## src/rtl/countdown_timer.sv

```systemverilog
// Loadable down-counter with start/abort handshake, programmable prescaler and pause.
// Define COUNTDOWN_AUTO_RELOAD_EN to add the auto_reload input and periodic reload mode.
module countdown_timer #(
    parameter int unsigned WIDTH          = 8,
    parameter int unsigned PRESCALE_WIDTH = 4
) (
    input  logic                      clk,
    input  logic                      reset,
    input  logic                      start,
    input  logic                      abort,
    input  logic                      pause,
`ifdef COUNTDOWN_AUTO_RELOAD_EN
    input  logic                      auto_reload,
`endif
    input  logic [WIDTH-1:0]          load_value,
    input  logic [PRESCALE_WIDTH-1:0] prescale,
    output logic [WIDTH-1:0]          count,
    output logic                      busy,
    output logic                      expired,
    output logic                      done
);

    typedef enum logic [1:0] {IDLE, RUN, DONE} state_t;

    state_t                    state;
    logic [PRESCALE_WIDTH-1:0] pre_cnt;
    logic [PRESCALE_WIDTH-1:0] pre_lat;
`ifdef COUNTDOWN_AUTO_RELOAD_EN
    logic [WIDTH-1:0]          reload_reg;
    logic                      auto_lat;
`endif

    always_ff @(posedge clk or posedge reset) begin
        if (reset) begin
            state      <= IDLE;
            count      <= '0;
            busy       <= 1'b0;
            expired    <= 1'b0;
            done       <= 1'b0;
            pre_cnt    <= '0;
            pre_lat    <= '0;
`ifdef COUNTDOWN_AUTO_RELOAD_EN
            reload_reg <= '0;
            auto_lat   <= 1'b0;
`endif
        end else begin
            expired <= 1'b0;
            if (abort) begin
                state   <= IDLE;
                count   <= '0;
                busy    <= 1'b0;
                done    <= 1'b0;
                pre_cnt <= '0;
            end else begin
                unique case (state)
                    IDLE, DONE: begin
                        if (start) begin
                            count   <= load_value;
                            pre_lat <= prescale;
                            pre_cnt <= '0;
`ifdef COUNTDOWN_AUTO_RELOAD_EN
                            reload_reg <= load_value;
                            auto_lat   <= auto_reload;
`endif
                            if (load_value != '0) begin
                                state <= RUN;
                                busy  <= 1'b1;
                                done  <= 1'b0;
                            end else begin
                                // Zero load expires immediately without passing through RUN.
                                state   <= DONE;
                                busy    <= 1'b0;
                                done    <= 1'b1;
                                expired <= 1'b1;
                            end
                        end
                    end
                    RUN: begin
                        if (!pause) begin
                            if (pre_cnt == pre_lat) begin
                                pre_cnt <= '0;
                                if (count == WIDTH'(1)) begin
                                    expired <= 1'b1;
`ifdef COUNTDOWN_AUTO_RELOAD_EN
                                    if (auto_lat) begin
                                        count <= reload_reg;
                                    end else begin
                                        count <= '0;
                                        state <= DONE;
                                        busy  <= 1'b0;
                                        done  <= 1'b1;
                                    end
`else
                                    count <= '0;
                                    state <= DONE;
                                    busy  <= 1'b0;
                                    done  <= 1'b1;
`endif
                                end else if (count != '0) begin
                                    count <= count - WIDTH'(1);
                                end
                            end else begin
                                pre_cnt <= pre_cnt + PRESCALE_WIDTH'(1);
                            end
                        end
                    end
                    default: begin
                        state <= IDLE;
                    end
                endcase
            end
        end
    end

endmodule

```

## config.mk

```make
export PLATFORM = sky130hd
export DESIGN_NAME = countdown_timer
export DESIGN_NICKNAME = d
export VERILOG_FILES = /design/src/rtl/countdown_timer.sv
export SDC_FILE = /design/constraint.sdc
export NUM_CORES = 1
export LEC_CHECK = 0
export BUFFER_PORTS_ARGS = -buffer_cell sky130_fd_sc_hd__buf_2
export CORE_MARGIN = 2
export CORE_UTILIZATION = 57
export CTS_CLUSTER_DIAMETER = 100
export CTS_CLUSTER_SIZE = 10
export DETAILED_ROUTE_END_ITERATION = 10
export GPL_TIMING_DRIVEN = 0
export PLACE_DENSITY = 0.81
export SYNTH_ARGS = -nofsm -noshare
export SYNTH_HDL_FRONTEND = slang
export SYNTH_SLANG_ARGS = --single-unit
```

## constraint.sdc

```tcl
create_clock -name clk -period 4.3 [get_ports clk]
set_input_delay 0.43 -clock clk [delete_from_list [all_inputs] [get_ports clk]]
set_output_delay 0.43 -clock clk [all_outputs]
set_load 0.01 [all_outputs]
```

==> results of run 1 <==
## layer usage
metal	routed length, µm	global-route usage (%)	vias to the layer above
li1	-	-	581
met1	1280	31.7	575
met2	1520	45.5	48
met3	183	3.51	4
met4	32	7.66	0
met5	0	0	-
## cells by family after synthesis
family,count (synthesis),share of synthesized area [%]
flip-flops,21,41.4
multiplexers,4,3.55
buffers and inverters,13,3.94
AND/OR/NAND/NOR,61,26.6
AO/OA/AOI/OAI,38,17.8
XOR/XNOR,4,2.76
adder cells (fa/ha/maj),4,3.94
## layout make-up
cell class	count	area, µm²	share of cell area (%)
multi-input combinational	111	694	47.5
inverter	7	26.3	1.80
tap	28	35.0	2.40
timing repair buffer	26	130	8.90
clock buffer	3	22.5	1.54
buffer	6	23.8	1.63
clock inverter	1	5.00	0.342
sequential	21	526	35.9
## registers in the layout (all words and copies together), names as in the netlist
signal,flops
count,8
pre_cnt,4
pre_lat,4
state,2
busy,1
done,1
expired,1
## cell usage in the layout (no fill, tap or decap), types with 2 or more instances in the layout
cell type / synthesis / final
o21ai_1: 3 / 3
buf_2: 1 / 27
o22ai_1: 3 / 3
inv_1: 7 / 7
nand2_1: 10 / 10
o21ai_0: 9 / 9
nor2_1: 14 / 14
nand3_1: 5 / 5
or3_1: 2 / 2
nor3_1: 7 / 7
dfrtp_1: 21 / 21
or2_2: 2 / 2
nor4_1: 5 / 5
nor3b_1: 2 / 2
clkbuf_4: 0 / 3
a22oi_1: 4 / 4
a21oi_1: 11 / 11
xor2_1: 4 / 4
clkbuf_1: 5 / 5
nand2b_1: 3 / 3
mux2_2: 4 / 4
o31ai_1: 3 / 3
nor2b_1: 3 / 3
a21o_1: 2 / 2
ha_1: 4 / 4
## final timing paths
path,startpoint,end,slack (ps),cells after the start
min in group clk,prescale[2],pre_lat[2],350,2
min,reset,count[7],250,2
max,count[2],state[1],2260,5
min reg2reg,busy,busy,550,2
max reg2reg,count[2],state[1],2260,5
max in group asynchronous,reset,done,3550,2
## power by group
part           internal (mW)  switching [mW]
Combinational         0.0752           0.106
Sequential             0.222          0.0283
Clock                 0.0346          0.0605
Total                  0.332           0.195
## metrics by stage
step | area (µm²) | cells | hold WS (ps)
6_report | 1460 | 203 | 247
5_1_grt | 1460 | 203 | 323
4_1_cts | 1460 | 203 | 274
3_5_place_dp | 1440 | 199 | 518
3_3_place_gp | 1440 | 199 | 514
2_1_floorplan | 1270 | 145 | 407
==> results.yml, run 1 <==
status:
  status: "finished, final reports clean"
job:
  drv_cap: 0
layout:
  nNetsFinal: 197
  fill_cells: 177
  antenna_cells: 0
  syn2layout_area_growth_pct: 15.2
  post-route-util_pct: 68.1
  drive_above_1_share_pct: 22.3
sta:
  fin_worst_skew_ps: 6.46
  tns_ps: 0
  setup_violations: 0
  period_needed_ps: 2040
  fmax_mhz: 491
  final_hold_viol_count: 0
  period_share_pct: 47.3
  rsz0062_at_grt: "no"
  worst_pin_slew_ps: 792
  fin_ws_ps: 2260
  finalMaxSlewViolations: 0
  relSlewSlack_pct: 47.1
global_route:
  grt_pass1_wl_um: 4980
  grt_usage_pct: 25.5
  grt_overflow_total: 0
  grt_max_degree: 22
  antenna_found_initial: 0
  grt_pass1_vias: 1114
yosys:
  synth_area_leader_cell: "dfrtp_1"
  ys_async_sr_fraction_pct: 100
  synth_cell_type_count: 35
  synth_nets: 166
  syn_area_um2: 1270
  yosys_warnings: 0
  syn_avg_cell_area_um2: 8.76
  yosys_most_used_dff: "dfrtp_1"
  seq_area_frac_synth_pct: 41.4
  synth_edf_count: 0
  ys_ff_latch: 21
  ys_top_cells_by_count: "dfrtp_1, nor2_1, a21oi_1"
  synth_area_leaders: "dfrtp_1, a21oi_1, nor2_1"
  yosysMostFrequentCell: "dfrtp_1"
  synth_top_area_share_pct: 41.4
  syn_inst: 145
clock_network:
  cts_tree: "built"
  clkTransAtPathRegs_ps: 120
  htree_num_levels: 1
  ctsHoldBuffers: 0
  cts_max_path_buffers: 2
  numCtsBuffers: 3
  clk_latency_ps: 300
  cts_resized: 0
  root_buffer: "clkbuf_4"
  postCtsSetupBuffers: 0
  cts_sinks: 21
routing:
  ant_nets: 0
  wl_per_cell_um: 14.9
  vias: 1208
  drt-pass1-iter-count: 4
  drc: 0
  drt_iter0_drc: 52
  vias_per_cell: 5.95
  route.final.wire_length_um: 3020
critical_path:
  worst_path_max_delay_cell: "dfrtp_1"
  cp_top_family: "simple AND/OR/NAND/NOR gates"
  crit_path_cell_trace: "nor2_1, nand4_1, nand2b_1, o32ai_1, and2_1"
  worstPathRequired_ps: 4540
  startpoint_type: "flop"
  crit_fanout: 8
  slowest_delay_ps: 450
  critPathKind: "flop to flop"
  critical_path_arrival_ps: 2280
  endpoint_kind: "flop"
  crit_buf_inv: 0
place:
  gp_congestion: 0.890
  hpwl_um: 2310
  pre_cts_ws_ps: 2340
  port_buffers: 26
die:
  start_util_pct: 59.1
  die_area_um2: 2620
  io_pins: 28
  dieWidth_um: 51.2
  rows: 17
  core-area_um2: 2150
  dieHeight_um: 51.2
pwr:
  power_mw: 0.527
  power_density_nw_per_um2: 360
  power.leakage_nw: 0.690
  peakVddDrop_mv: 0.244
hold_path:
  holdCritPathClass: "primary input to asynchronous set/reset pin"
(Power assumes the default switching activity.)
==> inputs of run 2 (changes only) <==
--- a/config.mk
+++ b/config.mk
@@ -7,12 +7,12 @@
 export LEC_CHECK = 0
 export BUFFER_PORTS_ARGS = -buffer_cell sky130_fd_sc_hd__buf_2
 export CORE_MARGIN = 2
-export CORE_UTILIZATION = 57
+export CORE_UTILIZATION = 53
 export CTS_CLUSTER_DIAMETER = 100
 export CTS_CLUSTER_SIZE = 10
 export DETAILED_ROUTE_END_ITERATION = 10
 export GPL_TIMING_DRIVEN = 0
-export PLACE_DENSITY = 0.81
+export PLACE_DENSITY = 0.76
 export SYNTH_ARGS = -nofsm -noshare
 export SYNTH_HDL_FRONTEND = slang
 export SYNTH_SLANG_ARGS = --single-unit
==> constraint.sdc (replaced) <==
create_clock -name clk -period 1.9 [get_ports clk]
set_input_delay 0.19 -clock clk [delete_from_list [all_inputs] [get_ports clk]]
set_output_delay 0.19 -clock clk [all_outputs]
set_load 0.01 [all_outputs]
==> results.yml, run 2 (synthesis gave the netlist of run 1 again) <==
layout:
  layout_common_cells: "buf_2, dfrtp_1, nor2_1"
  finalNonFillerCells: 204
  largest_reg_flops: 8
  nNetsFinal: 198
  largest_registers: "count x8, pre_cnt x4, pre_lat x4"
  syn2layout_area_growth_pct: 17.2
  layout_commonest_cell: "buf_2"
  regMostFlops: "count"
  antenna_cells: 0
  drive_above_1_share_pct: 26.1
place:
  dpl.cell_count: 199
  port_buffers: 26
  pre_cts_ws_ps: 18.6
  hpwl_um: 2200
  gp_congestion: 0.841
sta:
  fin_worst_skew_ps: 3.28
  whs_ps: 4.65
  period_share_pct: 93.8
  final_hold_viol_count: 0
  fin_ws_ps: 118
  rsz0062_at_grt: "no"
  relSlewSlack_pct: 47.7
  fmax_mhz: 561
  setup_violations: 0
  tns_ps: 0
  finalMaxSlewViolations: 0
  worst_pin_slew_ps: 784
  period_needed_ps: 1780
clock_network:
  clk_latency_ps: 310
  ctsHoldBuffers: 0
  clkTransAtPathRegs_ps: 120
  cts_max_path_buffers: 2
  root_buffer: "clkbuf_4"
  htree_num_levels: 1
  numCtsBuffers: 3
  cts_tree: "built"
  cts_sinks: 21
die:
  dieWidth_um: 53.0
  rows: 17
  io_pins: 28
  core-area_um2: 2230
  start_util_pct: 56.9
  die_area_um2: 2800
  dieHeight_um: 53.0
critical_path:
  worstPathRequired_ps: 2130
  worst_path_max_delay_cell: "dfrtp_2"
  crit_buf_inv: 1
  startpoint_type: "flop"
  cp_top_family: "simple AND/OR/NAND/NOR gates"
  ff2ff_setup_slack_ps: 120
  crit_path_cell_trace: "nor4_2, nand4b_1, a31oi_1, buf_2, a21oi_1, o22ai_1"
  slowest_delay_ps: 490
  endpoint_kind: "flop"
  crit_fanout: 10
  critical_path_arrival_ps: 2020
  critPathKind: "flop to flop"
routing:
  drt_iter0_drc: 40
  drt-pass1-iter-count: 4
  vias_per_cell: 5.78
  ant_nets: 0
  vias: 1179
  drc: 0
  wl_per_cell_um: 14.5
  route.final.wire_length_um: 2950
pwr:
  power_density_nw_per_um2: 812
  power_mw: 1.21
  power.leakage_nw: 0.701
  peakVddDrop_mv: 0.507
job:
  drv_cap: 0
global_route:
  antenna_found_initial: 0
  grt_pass1_wl_um: 4950
  grt_max_degree: 22
  grt_pass1_vias: 1121
  grt_overflow_total: 0
  grt_usage_pct: 24.0
status:
  status: "finished, final reports clean"
hold_path:
  holdCritPathClass: "primary input to asynchronous set/reset pin"
## run 2: power by group
part           switching, mW  leakage [nW]  internal (mW)  total (mW)
clock                  0.140        0.0177         0.0787       0.219
sequential            0.0657         0.273          0.503       0.569
combinational          0.241         0.410          0.181       0.422
## run 2: metal layers
metal  vias up  global-route usage [%]  wire length, µm
met5         -                       0                0
met4         0                    6.84               39
met3         4                    3.39              183
met2        43                    38.1             1370
met1       548                    33.9             1350
li1        584                       -                -
## run 2: final cells by class
cell class	count	area (µm²)
fill	185	744
sequential	21	527
clock inverter	1	5.00
timing repair buffer	27	138
clock buffer	3	22.5
buffer	6	25.0
inverter	7	26.3
multi-input combinational	111	711
tap	28	35.0
## run 2: timing repair
action                                 4_1_cts  5_1_grt
buffers inserted                             0        1
gates resized for setup                      1        6
pin swaps                                    0        2
setup endpoints to repair                    1       10
endpoints found under the hold margin        0        0
## run 2: worst paths after layout
check,start,cells after the start,to
worst max-delay path,count[4],6,count[7]
worst min-delay path,reset,2,done
worst max register to register,count[4],6,count[7]
worst min register to register,busy,2,busy
max in group asynchronous,reset,2,count[4]
min in group clk,prescale[1],2,pre_lat[1]
## run 2: through the flow
stage	instance area [µm²]	util [%]
3_5_place_dp	1440	64.3
5_1_grt	1490	66.7
4_1_cts	1470	65.6
6_report	1490	66.7
3_3_place_gp	1440	64.3
2_1_floorplan	1270	-
